[src/rtl/neptune_reg_pkg.sv]
// ============================================================================
// Package  : neptune_reg_pkg
// Purpose  : Shared constants and types for the Neptune I register file.
// Revision : 1.0 - initial release
// ============================================================================
`default_nettype none

package neptune_reg_pkg;

  localparam int REG_WIDTH     = 16;
  localparam int REG_DEPTH     = 8;
  localparam int REG_ADD_WIDTH = 3;

  typedef struct packed {
    logic [REG_ADD_WIDTH-1:0] addr;
    logic [REG_WIDTH-1:0]     data;
  } wq_entry_t;

  typedef enum logic [1:0] {
    P_IDLE  = 2'd0,
    P_READ  = 2'd1,
    P_WRITE = 2'd2
  } port_op_t;

endpackage

`default_nettype wire

[src/rtl/reg_wq_fifo.sv]
// ============================================================================
// Module   : reg_wq_fifo
// Purpose  : In-order writeback queue with head/head+1 view and youngest-match
//            address lookup for two read ports.
// Revision : 1.0 - initial release
// ============================================================================
`default_nettype none

module reg_wq_fifo
  import neptune_reg_pkg::*;
#(
  parameter int WIDTH     = REG_WIDTH,
  parameter int ADD_WIDTH = REG_ADD_WIDTH,
  parameter int QDEPTH    = 4
) (
  input  logic                      clk,
  input  logic                      rst,
  input  logic                      i_push,
  input  logic [ADD_WIDTH-1:0]      i_push_addr,
  input  logic [WIDTH-1:0]          i_push_data,
  input  logic [1:0]                i_pop_cnt,
  output logic [$clog2(QDEPTH):0]   o_count,
  output logic                      o_full,
  output logic                      o_empty,
  output logic [ADD_WIDTH-1:0]      o_head_addr,
  output logic [WIDTH-1:0]          o_head_data,
  output logic [ADD_WIDTH-1:0]      o_next_addr,
  output logic [WIDTH-1:0]          o_next_data,
  input  logic [ADD_WIDTH-1:0]      i_look_addr1,
  input  logic [ADD_WIDTH-1:0]      i_look_addr2,
  output logic                      o_hit1,
  output logic [WIDTH-1:0]          o_hit_data1,
  output logic                      o_hit2,
  output logic [WIDTH-1:0]          o_hit_data2
);

  localparam int c_PW = $clog2(QDEPTH);

  logic [ADD_WIDTH-1:0] r_addr [QDEPTH];
  logic [WIDTH-1:0]     r_data [QDEPTH];
  logic [c_PW-1:0]      r_head;
  logic [c_PW-1:0]      r_tail;
  logic [c_PW:0]        r_count;
  logic [c_PW-1:0]      w_idx;

  always_ff @(posedge clk) begin
    if (i_push) begin
      r_addr[r_tail] <= i_push_addr;
      r_data[r_tail] <= i_push_data;
    end
  end

  always_ff @(posedge clk) begin
    if (rst) begin
      r_head  <= '0;
      r_tail  <= '0;
      r_count <= '0;
    end else begin
      r_head  <= r_head + c_PW'(i_pop_cnt);
      r_tail  <= r_tail + c_PW'(i_push);
      r_count <= r_count + (c_PW+1)'(i_push) - (c_PW+1)'(i_pop_cnt);
    end
  end

  assign o_count     = r_count;
  assign o_full      = (r_count == (c_PW+1)'(QDEPTH));
  assign o_empty     = (r_count == '0);
  assign o_head_addr = r_addr[r_head];
  assign o_head_data = r_data[r_head];
  assign o_next_addr = r_addr[r_head + c_PW'(1)];
  assign o_next_data = r_data[r_head + c_PW'(1)];

  // Walk oldest to youngest so the last match seen is the youngest one.
  always_comb begin
    o_hit1      = 1'b0;
    o_hit_data1 = '0;
    o_hit2      = 1'b0;
    o_hit_data2 = '0;
    w_idx       = '0;
    for (int i = 0; i < QDEPTH; i++) begin
      w_idx = r_head + c_PW'(i);
      if ((c_PW+1)'(i) < r_count) begin
        if (r_addr[w_idx] == i_look_addr1) begin
          o_hit1      = 1'b1;
          o_hit_data1 = r_data[w_idx];
        end
        if (r_addr[w_idx] == i_look_addr2) begin
          o_hit2      = 1'b1;
          o_hit_data2 = r_data[w_idx];
        end
      end
    end
  end

endmodule

`default_nettype wire

[src/rtl/reg_access_ctrl.sv]
// ============================================================================
// Module   : reg_access_ctrl
// Purpose  : Time-multiplexes two reads and queued writebacks onto the dual
//            port register array, with bypass of still-queued writes.
// Revision : 1.0 - initial release
// ============================================================================
`default_nettype none

module reg_access_ctrl
  import neptune_reg_pkg::*;
#(
  parameter int WIDTH      = REG_WIDTH,
  parameter int DEPTH      = REG_DEPTH,
  parameter int ADD_WIDTH  = $clog2(DEPTH),
  parameter int QDEPTH     = 4,
  parameter int STARVE_MAX = 3
) (
  input  logic                 clk,
  input  logic                 rst,
  input  logic                 rv1,
  input  logic [ADD_WIDTH-1:0] ra1,
  input  logic                 rv2,
  input  logic [ADD_WIDTH-1:0] ra2,
  output logic                 rrdy2,
  output logic                 rvalid1,
  output logic                 rvalid2,
  output logic [WIDTH-1:0]     rdata1,
  output logic [WIDTH-1:0]     rdata2,
  input  logic                 wv,
  input  logic [ADD_WIDTH-1:0] wa,
  input  logic [WIDTH-1:0]     wd,
  output logic                 wrdy,
  output logic                 wq_empty,
  output logic                 we1,
  output logic                 we2,
  output logic [ADD_WIDTH-1:0] add1,
  output logic [ADD_WIDTH-1:0] add2,
  output logic [WIDTH-1:0]     wr1,
  output logic [WIDTH-1:0]     wr2,
  input  logic [WIDTH-1:0]     rd1,
  input  logic [WIDTH-1:0]     rd2
);

  localparam int c_CW = $clog2(QDEPTH) + 1;
  localparam int c_SW = $clog2(STARVE_MAX + 1);

  logic [c_CW-1:0]      w_count;
  logic                 w_full, w_empty, w_push;
  logic [ADD_WIDTH-1:0] w_head_addr, w_next_addr;
  logic [WIDTH-1:0]     w_head_data, w_next_data;
  logic                 w_hit1, w_hit2;
  logic [WIDTH-1:0]     w_hit_data1, w_hit_data2;
  port_op_t             w_op1, w_op2;
  logic                 w_head_on_p1, w_forced, w_p2_next;
  logic                 w_head_iss, w_next_iss;
  logic [1:0]           w_pop_cnt;
  logic [c_SW-1:0]      r_starve, w_starve_nxt;
  logic                 r_rvalid1, r_rvalid2, r_byp1, r_byp2;
  logic [WIDTH-1:0]     r_bdata1, r_bdata2;

  assign w_push = wv && !w_full;

  reg_wq_fifo #(
    .WIDTH     (WIDTH),
    .ADD_WIDTH (ADD_WIDTH),
    .QDEPTH    (QDEPTH)
  ) u_wq (
    .clk          (clk),
    .rst          (rst),
    .i_push       (w_push),
    .i_push_addr  (wa),
    .i_push_data  (wd),
    .i_pop_cnt    (w_pop_cnt),
    .o_count      (w_count),
    .o_full       (w_full),
    .o_empty      (w_empty),
    .o_head_addr  (w_head_addr),
    .o_head_data  (w_head_data),
    .o_next_addr  (w_next_addr),
    .o_next_data  (w_next_data),
    .i_look_addr1 (ra1),
    .i_look_addr2 (ra2),
    .o_hit1       (w_hit1),
    .o_hit_data1  (w_hit_data1),
    .o_hit2       (w_hit2),
    .o_hit_data2  (w_hit_data2)
  );

  // head+1 may only follow the head in the same cycle and never to its address.
  always_comb begin
    w_op1        = P_IDLE;
    w_op2        = P_IDLE;
    w_p2_next    = 1'b0;
    w_next_iss   = 1'b0;
    rrdy2        = 1'b1;
    w_head_on_p1 = !rv1 && !w_empty;
    w_forced     = (r_starve == c_SW'(STARVE_MAX)) && !w_head_on_p1 && !w_empty;
    w_head_iss   = w_head_on_p1;
    if (rv1)               w_op1 = P_READ;
    else if (!w_empty)     w_op1 = P_WRITE;
    if (w_forced) begin
      w_op2      = P_WRITE;
      rrdy2      = 1'b0;
      w_head_iss = 1'b1;
    end else if (rv2) begin
      w_op2 = P_READ;
    end else if (w_head_on_p1) begin
      if (w_count >= c_CW'(2) && w_next_addr != w_head_addr) begin
        w_op2      = P_WRITE;
        w_p2_next  = 1'b1;
        w_next_iss = 1'b1;
      end
    end else if (!w_empty) begin
      w_op2      = P_WRITE;
      w_head_iss = 1'b1;
    end
    w_pop_cnt = {1'b0, w_head_iss} + {1'b0, w_next_iss};
  end

  always_comb begin
    we1  = 1'b0;
    add1 = '0;
    wr1  = '0;
    we2  = 1'b0;
    add2 = '0;
    wr2  = '0;
    case (w_op1)
      P_READ:  add1 = ra1;
      P_WRITE: begin we1 = 1'b1; add1 = w_head_addr; wr1 = w_head_data; end
      default: ;
    endcase
    case (w_op2)
      P_READ:  add2 = ra2;
      P_WRITE: begin
        we2  = 1'b1;
        add2 = w_p2_next ? w_next_addr : w_head_addr;
        wr2  = w_p2_next ? w_next_data : w_head_data;
      end
      default: ;
    endcase
  end

  always_comb begin
    w_starve_nxt = r_starve;
    if (w_empty || w_head_iss)                  w_starve_nxt = '0;
    else if (r_starve != c_SW'(STARVE_MAX))     w_starve_nxt = r_starve + 1'b1;
  end

  always_ff @(posedge clk) begin
    if (rst) begin
      r_starve  <= '0;
      r_rvalid1 <= 1'b0;
      r_rvalid2 <= 1'b0;
      r_byp1    <= 1'b0;
      r_byp2    <= 1'b0;
      r_bdata1  <= '0;
      r_bdata2  <= '0;
    end else begin
      r_starve  <= w_starve_nxt;
      r_rvalid1 <= rv1;
      r_rvalid2 <= rv2 && rrdy2;
      r_byp1    <= rv1 && w_hit1;
      r_byp2    <= rv2 && rrdy2 && w_hit2;
      r_bdata1  <= w_hit_data1;
      r_bdata2  <= w_hit_data2;
    end
  end

  assign rvalid1  = r_rvalid1;
  assign rvalid2  = r_rvalid2;
  assign rdata1   = r_rvalid1 ? (r_byp1 ? r_bdata1 : rd1) : '0;
  assign rdata2   = r_rvalid2 ? (r_byp2 ? r_bdata2 : rd2) : '0;
  assign wrdy     = !w_full;
  assign wq_empty = w_empty;

endmodule

`default_nettype wire

[config.mk]
export PLATFORM = sky130hd
export DESIGN_NAME = reg_access_ctrl
export DESIGN_NICKNAME = d
export VERILOG_FILES = /design/src/rtl/neptune_reg_pkg.sv /design/src/rtl/reg_wq_fifo.sv /design/src/rtl/reg_access_ctrl.sv
export SDC_FILE = /design/constraint.sdc
export NUM_CORES = 1
export LEC_CHECK = 0
export ABC_CLOCK_PERIOD_IN_PS = 4500
export BUFFER_PORTS_ARGS = -buffer_cell sky130_fd_sc_hd__buf_2
export CAP_MARGIN = 5
export CORE_ASPECT_RATIO = 0.6
export CORE_MARGIN = 2
export CORE_UTILIZATION = 50
export CTS_BUF_LIST = sky130_fd_sc_hd__clkbuf_4
export CTS_CLUSTER_SIZE = 20
export DETAILED_ROUTE_END_ITERATION = 8
export GPL_TIMING_DRIVEN = 0
export PLACE_DENSITY = 0.82
export SLEW_MARGIN = 30
export SYNTH_ARGS = -nofsm -noshare
export SYNTH_HDL_FRONTEND = slang
export SYNTH_SLANG_ARGS = --single-unit
[constraint.sdc]
create_clock -name clk -period 4.5 [get_ports clk]
set_input_delay 0.9 -clock clk [delete_from_list [all_inputs] [get_ports clk]]
set_output_delay 0.9 -clock clk [all_outputs]
set_load 0.05 [all_outputs]
Word-level counts from Yosys, hierarchy flattened
Memory sizes are Yosys's and may differ from the RTL's. A register that Yosys moved wholly into a read port is not among the register bits. Cells that the tools add are included.

Memories: 2. Word-level logic and storage cells: 120. Bits in registers: 45. Latch bits: 0. Output and inout port bits: 77. Memory bits (read-only): 0. Input port bits: 62. Bits in writable memories: 76.

$lt $le $gt $ge: 5. Shift operators: 0. Mux-type cells: 63. Multipliers: 0. Equal/unequal tests: 16. Add/subtract/negate cells: 9. Bitwise logic cells: 0. Reduce and logical (&&, ||, !) cells: 15. Div/mod/pow operators: 0.

Memories: u_wq.r_data (words 4, bits a word 16, read ports 4, clocked after Yosys merged registers in 1, write ports 1, RTL line reg_wq_fifo.sv:40) `logic [WIDTH-1:0] r_data [QDEPTH];`; u_wq.r_addr (words 4, bits a word 3, read ports 4, clocked after Yosys merged registers in 1, write ports 1, RTL line reg_wq_fifo.sv:39) `logic [ADD_WIDTH-1:0] r_addr [QDEPTH];`.

Operators with widths (number): 16-bit two-way mux (23); 1-bit two-way mux (29); 3-bit == test (8); 2-bit two-way mux (8); 3-bit case mux with 2 select lines (2); 1-bit logical AND (8); 2-bit == test (second input constant) (3); 1-bit by 3-bit < comparator with 1-bit output (first input constant) (2); 2-bit by 3-bit < comparator with 1-bit output (first input constant) (2); 2-bit by 1-bit adder with 2-bit output (second input constant) (2); 2-bit adder (second input constant) (2); 2-bit by 1-bit == test with 1-bit output (second input constant) (2); 1-bit zero test (4); 3-bit by 1-bit adder with 3-bit output (1); 3-bit == test (second input constant) (1); 3-bit by 2-bit greater-or-equal comparator with 1-bit output (second input constant) (1); 3-bit zero test (1); 3-bit two-way mux (1); 3-bit != test (1); 3-bit by 2-bit subtractor with 3-bit output (1); 1-bit by 1-bit adder with 2-bit output (1); 2-bit by 1-bit adder with 2-bit output (1); 2-bit adder (1); 2-bit != test (second input constant) (1); other kinds (2) (2).

Longest topological paths before layout
An unclocked memory read counts as a cell.

Word-level depth: 11. Gate-level depth with buffers: 20. Mapped depth without buffers: 14.

Hierarchy
From an unflattened synthesis, not the netlist that was laid out.

Cell total of the unflattened synthesis: 693. Area, all modules: 8259.2 um^2.

Modules (own cells, without submodules): reg_wq_fifo (cells an instance 440, seq. area each 2422.3 um^2, area each 6034.5 um^2, times used 1); reg_access_ctrl (cells an instance 253, seq. area each 760.7 um^2, area each 2224.6 um^2, times used 1).

Worst setup path after synthesis
Ideal clock, no wire load.

Kind: register -> output. Start: register u_wq.r_head[0]. End: output port add2[0]. Path slack: 0.493 ns. Cell stages (with the launch flop): 9. Arrival: 3.107 ns. Data required time: 3.600 ns. Buffers on the path: 3. Path through: dfxtp_1 > buf_4 > buf_4 > mux4_2 > o21ai_1 > nor2_1 > o31a_1 > clkbuf_1 > o31ai_1.

Cells in the longest elaborated chain, start to end: 10. Elaborated cells on any way between the ends: 16. Those cells by class: add/sub: 1; eq/ne: 3; mux: 10; reduce/logical: 1; memory: 1.

Ends and longest elaborated chain: from (decl) (RTL line reg_wq_fifo.sv:41) `logic [c_PW-1:0] r_head;`; from (signal assigned) (RTL line reg_wq_fifo.sv:59) `r_head <= r_head + c_PW'(i_pop_cnt);`; 2-bit by 1-bit adder with 2-bit output (*) (RTL line reg_wq_fifo.sv:70) `assign o_next_addr = r_addr[r_head + c_PW'(1)];`; memory 4 x 3 bit (*); 3-bit != test (RTL line reg_access_ctrl.sv:108) `if (w_count >= c_CW'(2) && w_next_addr != w_head_addr) begin`; 1-bit logical AND (RTL line reg_access_ctrl.sv:108); 2-bit two-way mux / 1-bit two-way mux (equally long branches) (RTL line reg_access_ctrl.sv:108); 2-bit two-way mux / 1-bit two-way mux (equally long branches) (RTL line reg_access_ctrl.sv:107) `end else if (w_head_on_p1) begin`; 2-bit two-way mux / 1-bit two-way mux (equally long branches) (RTL line reg_access_ctrl.sv:105) `end else if (rv2) begin`; 2-bit two-way mux / 1-bit two-way mux (equally long branches) (RTL line reg_access_ctrl.sv:101) `if (w_forced) begin`; 2-bit == test, or another cell as far along (RTL line reg_access_ctrl.sv:132) `case (w_op2)`; 3-bit case mux with 2 select lines (*) (RTL line reg_access_ctrl.sv:132); to (decl) (RTL line reg_access_ctrl.sv:37) `output logic [ADD_WIDTH-1:0] add2,`.

Mark *: on every way between the ends. The rest lies on a longest branch, timed or not.

Worst setup path after layout
Start: register u_wq.r_head[1]. End: output port wr2[7].

Cells in the longest elaborated chain, start to end: 10. Elaborated cells on any way between the ends: 16. Those cells by class: add/sub: 1; eq/ne: 2; mux: 10; reduce/logical: 1; memory: 2.

Ends and longest elaborated chain: 2-bit by 1-bit adder with 2-bit output (*) (RTL line reg_wq_fifo.sv:70, reg_wq_fifo.sv:71); memory 4 x 3 bit; 3-bit != test (RTL line reg_access_ctrl.sv:108); 1-bit logical AND (RTL line reg_access_ctrl.sv:108); 2-bit two-way mux / 1-bit two-way mux (equally long branches) (RTL line reg_access_ctrl.sv:108); 2-bit two-way mux / 1-bit two-way mux (equally long branches) (RTL line reg_access_ctrl.sv:107); 2-bit two-way mux / 1-bit two-way mux (equally long branches) (RTL line reg_access_ctrl.sv:105); 2-bit two-way mux / 1-bit two-way mux (equally long branches) (RTL line reg_access_ctrl.sv:101); 2-bit == test / 16-bit two-way mux (equally long branches) (RTL line reg_access_ctrl.sv:132, reg_access_ctrl.sv:137); 16-bit two-way mux (*) (RTL line reg_access_ctrl.sv:132); to (decl) (RTL line reg_access_ctrl.sv:39) `output logic [WIDTH-1:0] wr2,`.

Marks and branches as above.

==> qor.yml <==
synth_top_cells_by_count: "mux2i_1 (116), nor2_1 (91), edfxtp_1 (76), dfxtp_1 (45), clkbuf_1 (39)"
grt_start_max_net_pins: 20
yosys-top-cells-area: "edfxtp_1 (28%), mux2i_1 (14%), dfxtp_1 (11%), mux2_2 (4.7%), nor2_1 (4.2%)"
timing.final.crit_share_pct: 97.64
number_of_buffers_inserted_during_clock_tree_synthesis: 17
max_slew.worst_pin.slew_ps: 832.9
setup_viol: 0
synth.yosys.warnings: 0
design.die.area_mm2: 0.01749
path_max_fanout: 10
post-synth-top-area-cell: "edfxtp_1"
worst_ep_arrival_time_ps: 3490
synth.cell_area_mm2: 0.008209
post_synthesis_sequential_area_ratio_pct: 38.77
dr.first_iter.drc_count: 894
holdCritStartpoint: "r_starve[0]$_SDFFE_PP0P_"
clkLatencyLatePin_ps: 580
final_core_util_pct: 58.92
clock_tree.htree_level_count: 4
cts_tree: "done"
timing.final.hold_violations: 0
setup-tns-final_ps: 0
antenna_violating_nets_post_route: 0
cts_setup_buffers: 0
grt_antenna_before_repair: 3
synthesis.nets: 857
synth_top_cell_area_share_pct: 27.80
worst_r2r_endpoint: "u_wq.o_count[2]$_SDFF_PP0_"
critical-path-top-delay-family: "buffers and inverters"
fin_crit_ps: 4394
final.fill_count: 1375
synth_area_per_cell_um2: 10.43
final_nets: 1013
min_to: "r_starve[0]$_SDFFE_PP0P_"
floorplan.die.height_um: 103.3
maxCapViolCount: 0
cp_data_required_time_ps: 3600
postSynth.topFlopCell: "edfxtp_1"
cts.reportedPaths.clkPinSlew_ps: 150
cell_at_the_slowest_stage_of_the_critical_path: "a21oi_1"
timing.reg2reg.setup_slack_ps: 420
netlist-cell-type-count: 63
critPathMaxStageDelay_ps: 550
layout-drive-gt1-share_pct: 28.66
worst_slew_margin_rel_pct: 44.04
totalWireLength_mm: 25.50
wl_per_cell_um: 21.89
grt_usage_pct: 28.85
crit_path_cell_trace: "buf_6, buf_8, buf_6, buf_2, buf_4, buf_4, mux2i_1, a21oi_1, mux2i_1, nor2_1, buf_2"
cts.sink_count: 121
placement_rows: 36
grt_pass1_wl_mm: 37.15
critical_path.reg2reg.startpoint: "u_wq.r_head[1]$_SDFF_PP0_"
ys_ff_latch: 121
worstSetupEndpointType: "output port"
num_io_pins: 139
post_synth_inst_count: 787
worst_r2r_path_depth: 20
globalRoute.totalOverflow: 0
synthToLayoutAreaGrowth_pct: 15.74
clockRootBuffer: "clkbuf_4"
remaining_drc_errors: 0
critical_path_class: "flop to output port"
asyncSetResetFlopFracSynth_pct: 0
via_per_inst: 6.133
dp.final_hpwl_mm: 19.66
worstHoldPathCells: 1
final_max_slew_viol_count: 0
num_antenna_cells: 0
place_congestion: 1.017
cts.hold.buffers_added: 0
rsz_0062_raised_after_global_routing: "no"
cp-start-kind: "flop"
hp-class: "flop to flop"
buffers_added_on_ports: 131
synthMostInstantiatedCell: "mux2i_1"
run_status: "complete, no violations"
floorplan.initialDensity_pct: 50.91
skew_ps: 38.01
synth_enable_flop_cells: 76
post-layout-total-power_uw: 5848
die-width_um: 169.4
clk_path_buf_depth: 2
drt_first_pass_iters: 5
vias_in_the_first_global_route: 6269
fmax_mhz: 227.6
power_per_cell_area_mw_per_mm2: 615.5
vdd.ir_drop.worst_v: 0.0003024
power.leakage_uw: 0.003627
cp.depth: 11
crit_buf_inv: 7
route.vias.total: 7145
placeableCoreArea_mm2: 0.01613
[stage by stage]
stage	hold slack, ps	worst slack [ps]	instances	instance area (µm²)
6_report	464.7	106.3	1165	9502
5_1_grt	487.9	6.178	1165	9502
4_1_cts	463.9	35.98	1165	9485
3_5_place_dp	447.1	177.7	1133	9190
3_3_place_gp	426.5	313.2	1127	9126
2_1_floorplan	405.1	492.6	787	8209
[sequential cells by signal, indices dropped and copies added (netlist names), 2 cells and up]
| name | flops |
|---|---|
| u_wq.r_data | 64 |
| r_bdata2 | 16 |
| r_bdata1 | 16 |
| u_wq.r_addr | 12 |
| u_wq.r_tail | 2 |
| u_wq.o_count | 3 |
| u_wq.r_head | 2 |
| r_starve | 2 |
[per-layer routing]
layer / share of wire [%] / global-route usage [%]
met1: 47 / 44.63
met2: 38 / 38.65
met3: 14 / 8.752
met4: 1.2 / 7.232
met5: 0.090 / 0
[layout make-up]
cell class | instances | area [µm²] | area share, %
repair buffers | 137 | 706.9 | 7.440
clock buffers | 17 | 127.6 | 1.343
multi-input cells | 578 | 4614 | 48.56
inverters | 13 | 48.80 | 0.5136
clock inverters | 15 | 167.7 | 1.765
plain buffers | 75 | 390.4 | 4.109
flip-flops and latches | 121 | 3184 | 33.51
well taps | 209 | 261.5 | 2.752
[report_power, final]
part	switching, µW	leakage [µW]	internal, µW
logic	2370	0.00241	1190
registers	93.9	0.00106	1370
clock network	486	0.000155	342
[placed cells by master (no fill, tap or decap), drive strengths merged, types with 5 or more instances in the layout]
| master | count |
|---|---|
| nor3 | 10 |
| buf | 170 |
| ha | 7 |
| o21ai | 8 |
| xor2 | 10 |
| clkbuf | 59 |
| xnor2 | 28 |
| nand2 | 11 |
| edfxtp | 76 |
| nand4 | 5 |
| dfxtp | 45 |
| mux2i | 116 |
| nand2b | 6 |
| a2bb2oi | 15 |
| o32ai | 16 |
| a21oi | 34 |
| inv | 18 |
| nor2b | 38 |
| nor2 | 91 |
| a211oi | 19 |
| a22oi | 16 |
| and2 | 17 |
| clkinv | 6 |
| mux4 | 9 |
| a221oi | 16 |
| nand3 | 18 |
| mux2 | 34 |
| o21a | 15 |
[worst max path at each step]
stage	start	to	slack [ps]
after floorplan	u_wq.r_head[0]$_SDFF_PP0_	add2[0]	490
after global placement	rv1	u_wq.o_count[2]$_SDFF_PP0_	310
after detailed placement	rv1	u_wq.o_count[2]$_SDFF_PP0_	180
after CTS	u_wq.r_head[0]$_SDFF_PP0_	add2[0]	40
after global routing	u_wq.r_head[1]$_SDFF_PP0_	wr2[7]	6
final	u_wq.r_head[1]$_SDFF_PP0_	wr2[7]	110
[logic make-up (layout without fill, tap and decap cells)]
| group | after synthesis | in the layout | synth area share, % |
|---|---|---|---|
| simple gates | 211 | 211 | 12.67 |
| flops | 121 | 121 | 38.77 |
| compound gates | 162 | 162 | 16.60 |
| mux | 159 | 159 | 21.28 |
| buf+inv | 88 | 257 | 5.319 |
| xor+xnor | 38 | 38 | 4.054 |
| fa+ha+maj | 8 | 8 | 1.311 |
[repair_timing]
| item | in CTS | in global routing |
|---|---|---|
| setup endpoints to repair | 0 | 8 |
| endpoints found under the hold margin | 0 | 0 |
| gates resized for setup | 0 | 5 |
Power figures use the tool's default switching activity.
